==> src/rtl/dmem_arbiter.sv <==
// Shares the single-port data memory between the CPU and DBG ports; IDLE->WAIT->DONE, so one access takes at least 3 cycles.
// Requesters hold req until their done pulse; DBG is forced in after MAX_WAIT starved cycles, and WAIT aborts after TIMEOUT cycles.
module dmem_arbiter #(
  parameter int AW       = 32,
  parameter int DW       = 32,
  parameter int MAX_WAIT = 8,
  parameter int TIMEOUT  = 16
) (
  input  logic          clk_i,
  input  logic          rst_i,
  input  logic          cpu_req_i,
  input  logic          cpu_we_i,
  input  logic [AW-1:0] cpu_addr_i,
  input  logic [DW-1:0] cpu_wdata_i,
  output logic          cpu_done_o,
  output logic [DW-1:0] cpu_rdata_o,
  output logic          cpu_err_o,
  output logic          cpu_stall_o,
  input  logic          dbg_req_i,
  input  logic          dbg_we_i,
  input  logic [AW-1:0] dbg_addr_i,
  input  logic [DW-1:0] dbg_wdata_i,
  output logic          dbg_done_o,
  output logic [DW-1:0] dbg_rdata_o,
  output logic          dbg_err_o,
  output logic          mem_req_o,
  output logic          mem_we_o,
  output logic [AW-1:0] mem_addr_o,
  output logic [DW-1:0] mem_wdata_o,
  input  logic          mem_ack_i,
  input  logic [DW-1:0] mem_rdata_i
);

  localparam logic [1:0] S_IDLE = 2'd0;
  localparam logic [1:0] S_WAIT = 2'd1;
  localparam logic [1:0] S_DONE = 2'd2;

  localparam int WCW = $clog2(MAX_WAIT + 1);
  localparam int TCW = $clog2(TIMEOUT);

  logic [1:0]     state;
  logic           owner_dbg;
  logic [TCW-1:0] to_cnt;
  logic [WCW-1:0] dbg_wait_cnt;

  logic           dbg_starved;
  logic           grant_dbg;
  logic           issue;
  logic           timeout_hit;
  logic           finish;
  logic [DW-1:0]  fin_rdata;
  logic           dbg_in_flight;

  assign dbg_starved   = (dbg_wait_cnt >= WCW'(MAX_WAIT));
  assign grant_dbg     = dbg_req_i & (~cpu_req_i | dbg_starved);
  assign issue         = (state == S_IDLE) & (cpu_req_i | dbg_req_i);
  assign timeout_hit   = (to_cnt == TCW'(TIMEOUT - 1));
  // An ack arriving on the expiry cycle still wins over the abort.
  assign finish        = (state == S_WAIT) & (mem_ack_i | timeout_hit);
  assign fin_rdata     = mem_ack_i ? mem_rdata_i : '0;
  assign dbg_in_flight = owner_dbg & (state != S_IDLE);

  assign cpu_stall_o   = cpu_req_i & ~cpu_done_o;

  always_ff @(posedge clk_i or negedge rst_i) begin
    if (!rst_i) begin
      state       <= S_IDLE;
      owner_dbg   <= 1'b0;
      to_cnt      <= '0;
      mem_req_o   <= 1'b0;
      mem_we_o    <= 1'b0;
      mem_addr_o  <= '0;
      mem_wdata_o <= '0;
      cpu_done_o  <= 1'b0;
      cpu_rdata_o <= '0;
      cpu_err_o   <= 1'b0;
      dbg_done_o  <= 1'b0;
      dbg_rdata_o <= '0;
      dbg_err_o   <= 1'b0;
    end else begin
      cpu_done_o <= 1'b0;
      dbg_done_o <= 1'b0;
      case (state)
        S_IDLE: begin
          if (issue) begin
            owner_dbg   <= grant_dbg;
            mem_we_o    <= grant_dbg ? dbg_we_i    : cpu_we_i;
            mem_addr_o  <= grant_dbg ? dbg_addr_i  : cpu_addr_i;
            mem_wdata_o <= grant_dbg ? dbg_wdata_i : cpu_wdata_i;
            mem_req_o   <= 1'b1;
            to_cnt      <= '0;
            state       <= S_WAIT;
          end
        end
        S_WAIT: begin
          if (finish) begin
            mem_req_o <= 1'b0;
            state     <= S_DONE;
            if (owner_dbg) begin
              dbg_done_o  <= 1'b1;
              dbg_rdata_o <= fin_rdata;
              dbg_err_o   <= ~mem_ack_i;
            end else begin
              cpu_done_o  <= 1'b1;
              cpu_rdata_o <= fin_rdata;
              cpu_err_o   <= ~mem_ack_i;
            end
          end else begin
            to_cnt <= to_cnt + TCW'(1);
          end
        end
        S_DONE:  state <= S_IDLE;
        default: state <= S_IDLE;
      endcase
    end
  end

  // Starvation counter: frozen while DBG owns the access, cleared on grant or when DBG backs off.
  always_ff @(posedge clk_i or negedge rst_i) begin
    if (!rst_i) begin
      dbg_wait_cnt <= '0;
    end else if (!dbg_req_i || (issue && grant_dbg)) begin
      dbg_wait_cnt <= '0;
    end else if (!dbg_in_flight && !dbg_starved) begin
      dbg_wait_cnt <= dbg_wait_cnt + WCW'(1);
    end
  end

endmodule

==> config.mk <==
export PLATFORM = sky130hd
export DESIGN_NAME = dmem_arbiter
export DESIGN_NICKNAME = d
export VERILOG_FILES = /design/src/rtl/dmem_arbiter.sv
export SDC_FILE = /design/constraint.sdc
export NUM_CORES = 1
export LEC_CHECK = 0
export BUFFER_PORTS_ARGS = -buffer_cell sky130_fd_sc_hd__buf_2
export CAP_MARGIN = 30
export CORE_ASPECT_RATIO = 0.6
export CORE_MARGIN = 2
export CORE_UTILIZATION = 40
export CTS_BUF_LIST = sky130_fd_sc_hd__clkbuf_4
export DETAILED_ROUTE_END_ITERATION = 8
export PLACE_DENSITY = 0.78
export SYNTH_ARGS = -nofsm -noshare
export SYNTH_HDL_FRONTEND = slang
export SYNTH_SLANG_ARGS = --single-unit
==> constraint.sdc <==
create_clock -name clk_i -period 1.6 [get_ports clk_i]
set_clock_uncertainty 0.2 [all_clocks]
set_input_delay 0.08 -clock clk_i [delete_from_list [all_inputs] [get_ports clk_i]]
set_output_delay 0.08 -clock clk_i [all_outputs]
set_load 0.02 [all_outputs]
==> qor.yml <==
sta:
  tightest_slew_ns: 0.4795
  rsz0062_at_grt: "yes"
  fin_crit_sh: 1.087
  period_needed_ns: 1.738
  max_freq_mhz: 575.2
  slew_headroom: 0.6769
  finalHoldWorstSlack_ns: 0.09723
  setup_viol_count_final: 97
  fin_ws_ns: -0.1384
  hold_viol: 0
  drv_slew: 0
  tns_ns: -4.312
status:
  violations: "negative setup slack"
  status: "finished with violations"
die:
  rows: 35
  start_util: 0.4112
  core_um2: 15410
  die_w_um: 166.5
  die_y_um: 101.5
  dieArea_um2: 16900
  num_io_pins: 302
placed_design:
  portBuffers: 301
  dpl.hpwl_mm: 13.74
  gp_congestion: 0.8461
  pre_cts_slack_ns: -0.05887
  place.detailed.instances: 1079
drt:
  postRouteAntennaNets: 0
  first_pass_iters: 5
  vias: 7719
  viasPerCell: 5.910
  drc: 0
  wirelength_mm: 27.95
  drtIter0Drc: 938
  wire_per_inst_um: 21.40
setup_path:
  cp_slowest_cell: "dfrtp_1"
  start_kind: "flip-flop"
  crit_buf_inv: 2
  reg2reg_setup_slack_ns: -0.14
  crit_family: "simple AND/OR/NAND/NOR gates"
  critical_path_peak_fanout: 6
  crit_required_ns: 1.80
  cp_data_arrival_time_ns: 1.94
  crit_type: "flip-flop to flip-flop"
  critical_path.cell_chain: "or2_4, nor2_4, buf_8, clkbuf_16, a31oi_1"
  endpoint_kind: "flip-flop"
  slowest_delay_ns: 0.45
finish:
  layout_commonest_cell: "buf_2"
  finalNetCount: 1257
  layout-area-overhead-vs-synth_pct: 76.87
  post-route-util: 0.7273
  drive_gt1_frac: 0.4164
  mostFrequentLayoutCells: "300 x buf_2, 167 x dlygate4sd3_1, 142 x dfrtp_1"
  n_fill_cell: 1004
  layout.cells.non_filler: 1306
global_routing:
  antenna_found_initial: 2
  gr-total-overflow: 0
  grt.total_usage: 0.2881
  grt_pass1_vias: 7338
  grt_pass1_wl_mm: 38.51
  grt_max_degree: 62
clock_network:
  clockBufferDepth: 2
  root_buffer: "clkbuf_4"
  tritoncts: "done"
  clock_tree.htree_level_count: 4
  cts_sinks: 145
  clock_latency_ns: 0.53
  cts_buffers: 17
  cts.clk_slew.worst_paths_ns: 0.15
synth:
  ys_top_cells_by_area: "dfrtp_1 57%, a22o_1 8.8%, a31oi_1 6.7%, a21oi_1 5.4%, nand3_1 5.4%"
  yosysTopAreaCellShare: 0.5724
  netlist_area_um2: 6339
  yosys_warnings: 0
  synthCells: 600
  syn_avg_cell_area_um2: 10.56
  synth_seq_cells: 145
  ys_seq_area_frac: 0.5724
  synth_flop_cell: "dfrtp_1"
  async_flop_share: 1.000
  synth-edff-count: 0
  synth.net_count: 770
  yosysTopAreaCell: "dfrtp_1"
  synthDistinctLibCells: 32
power_and_ir_drop:
  swShare: 0.4416
  p_seq_frac: 0.325
  p_int_w: 0.01120
  p_per_area_nw_per_um2: 1790
  p_leak_nw: 5.079
  ir_drop_uv: 1084
  p_switching_w: 0.008860
  p_clk_frac: 0.125
  p_comb_frac: 0.550
run:
  cap_violations: 0
hold_path:
  hold_class: "input pin to flip-flop"
[worst paths after layout]
| kind | cells after the start | start | end |
|---|---|---|---|
| min in group asynchronous | 3 | rst_i | mem_wdata_o[30]$_DFFE_PN0P_ |
| worst min-delay path | 3 | mem_rdata_i[7] | cpu_rdata_o[7]$_DFFE_PN0P_ |
| worst min register to register | 2 | dbg_err_o$_DFFE_PN0P_ | dbg_err_o$_DFFE_PN0P_ |
| max in group asynchronous | 4 | rst_i | mem_req_o$_DFFE_PN0P_ |
| worst max register to register | 5 | state[0]$_DFFE_PN0P_ | mem_wdata_o[0]$_DFFE_PN0P_ |
| worst max-delay path | 5 | state[0]$_DFFE_PN0P_ | mem_wdata_o[0]$_DFFE_PN0P_ |
[per-layer routing]
metal / track usage / vias to the layer above / part of all wire
li1: - / 3257 / -
met1: 0.3787 / 3699 / 0.40
met2: 0.4654 / 629 / 0.46
met3: 0.06682 / 134 / 0.099
met4: 0.1260 / 0 / 0.045
met5: 0 / - / 0
[Yosys cell counts, types with 3 or more instances]
master	number
o21ai_1	21
buf_4	5
a31oi_1	68
clkbuf_1	15
o21ai_0	51
inv_1	9
nand2_1	3
nor2_1	7
dfrtp_1	145
buf_6	9
and3_1	4
a21oi_1	69
buf_2	31
ha_1	3
buf_1	3
nand3_1	69
a22o_1	64
[kinds of logic (layout without fill, tap and decap cells)]
| family | Yosys count | after routing | synth area share |
|---|---|---|---|
| AOI/OAI and AO/OA | 281 | 281 | 0.2765 |
| muxes | 2 | 2 | 0.003158 |
| adders and majority gates | 3 | 3 | 0.005922 |
| buffers and inverters | 74 | 574 | 0.06396 |
| other | 0 | 3 | 0 |
| and+or+nand+nor | 95 | 95 | 0.07797 |
| DFF | 145 | 145 | 0.5724 |
[timing repair]
| item | 4_1_cts | 5_1_grt |
|---|---|---|
| hold buffers | 167 | 0 |
| cloned | 2 | 12 |
| pin swaps | 5 | 6 |
| endpoints found under the hold margin | 290 | 0 |
| resized for setup | 10 | 85 |
| buffers inserted | 4 | 9 |
| endpoints found under the setup margin | 120 | 137 |
[state kept, by name (all words and copies together) (netlist names), 2 cells and up]
register      cells
dbg_rdata_o      32
mem_addr_o       32
mem_wdata_o      32
dbg_wait_cnt      4
cpu_rdata_o      32
state             2
to_cnt            4
[tightest hold or removal path, stage by stage]
cell and delay [ns]:
dlygate4sd3_1 0.52, buf_2 0.10, a22o_1 0.11
[cell type report]
class,instances,area (um^2),area share
Antenna cell,3,7.507,0.0006696
Clock buffer,18,135.1,0.01205
Clock inverter,14,165.2,0.01473
Inverter,9,33.78,0.003013
Multi-Input combinational cell,381,2838,0.2531
Sequential cell,145,3632,0.3240
Tap cell,203,254.0,0.02266
Timing Repair Buffer,533,4145,0.3698
[metrics by stage]
step                      total power (W)  area, um^2
after floorplan                   0.01125        6341
after global placement            0.01426        8224
after detailed placement          0.01444        8224
after CTS                         0.01753       10330
after global routing              0.02094       11210
final                             0.02006       11210
[power groups by stage]
| stage | clock network, W | registers (W) | logic [W] |
|---|---|---|---|
| 2_1_floorplan | 0 | 0.00828 | 0.00297 |
| 3_3_place_gp | 0 | 0.00636 | 0.00789 |
| 3_5_place_dp | 0 | 0.00638 | 0.00807 |
| 4_1_cts | 0.00256 | 0.00637 | 0.00861 |
| 5_1_grt | 0.00271 | 0.00665 | 0.0116 |
| 6_report | 0.00251 | 0.00652 | 0.0110 |
No activity file was read; power rests on OpenSTA's default activity.
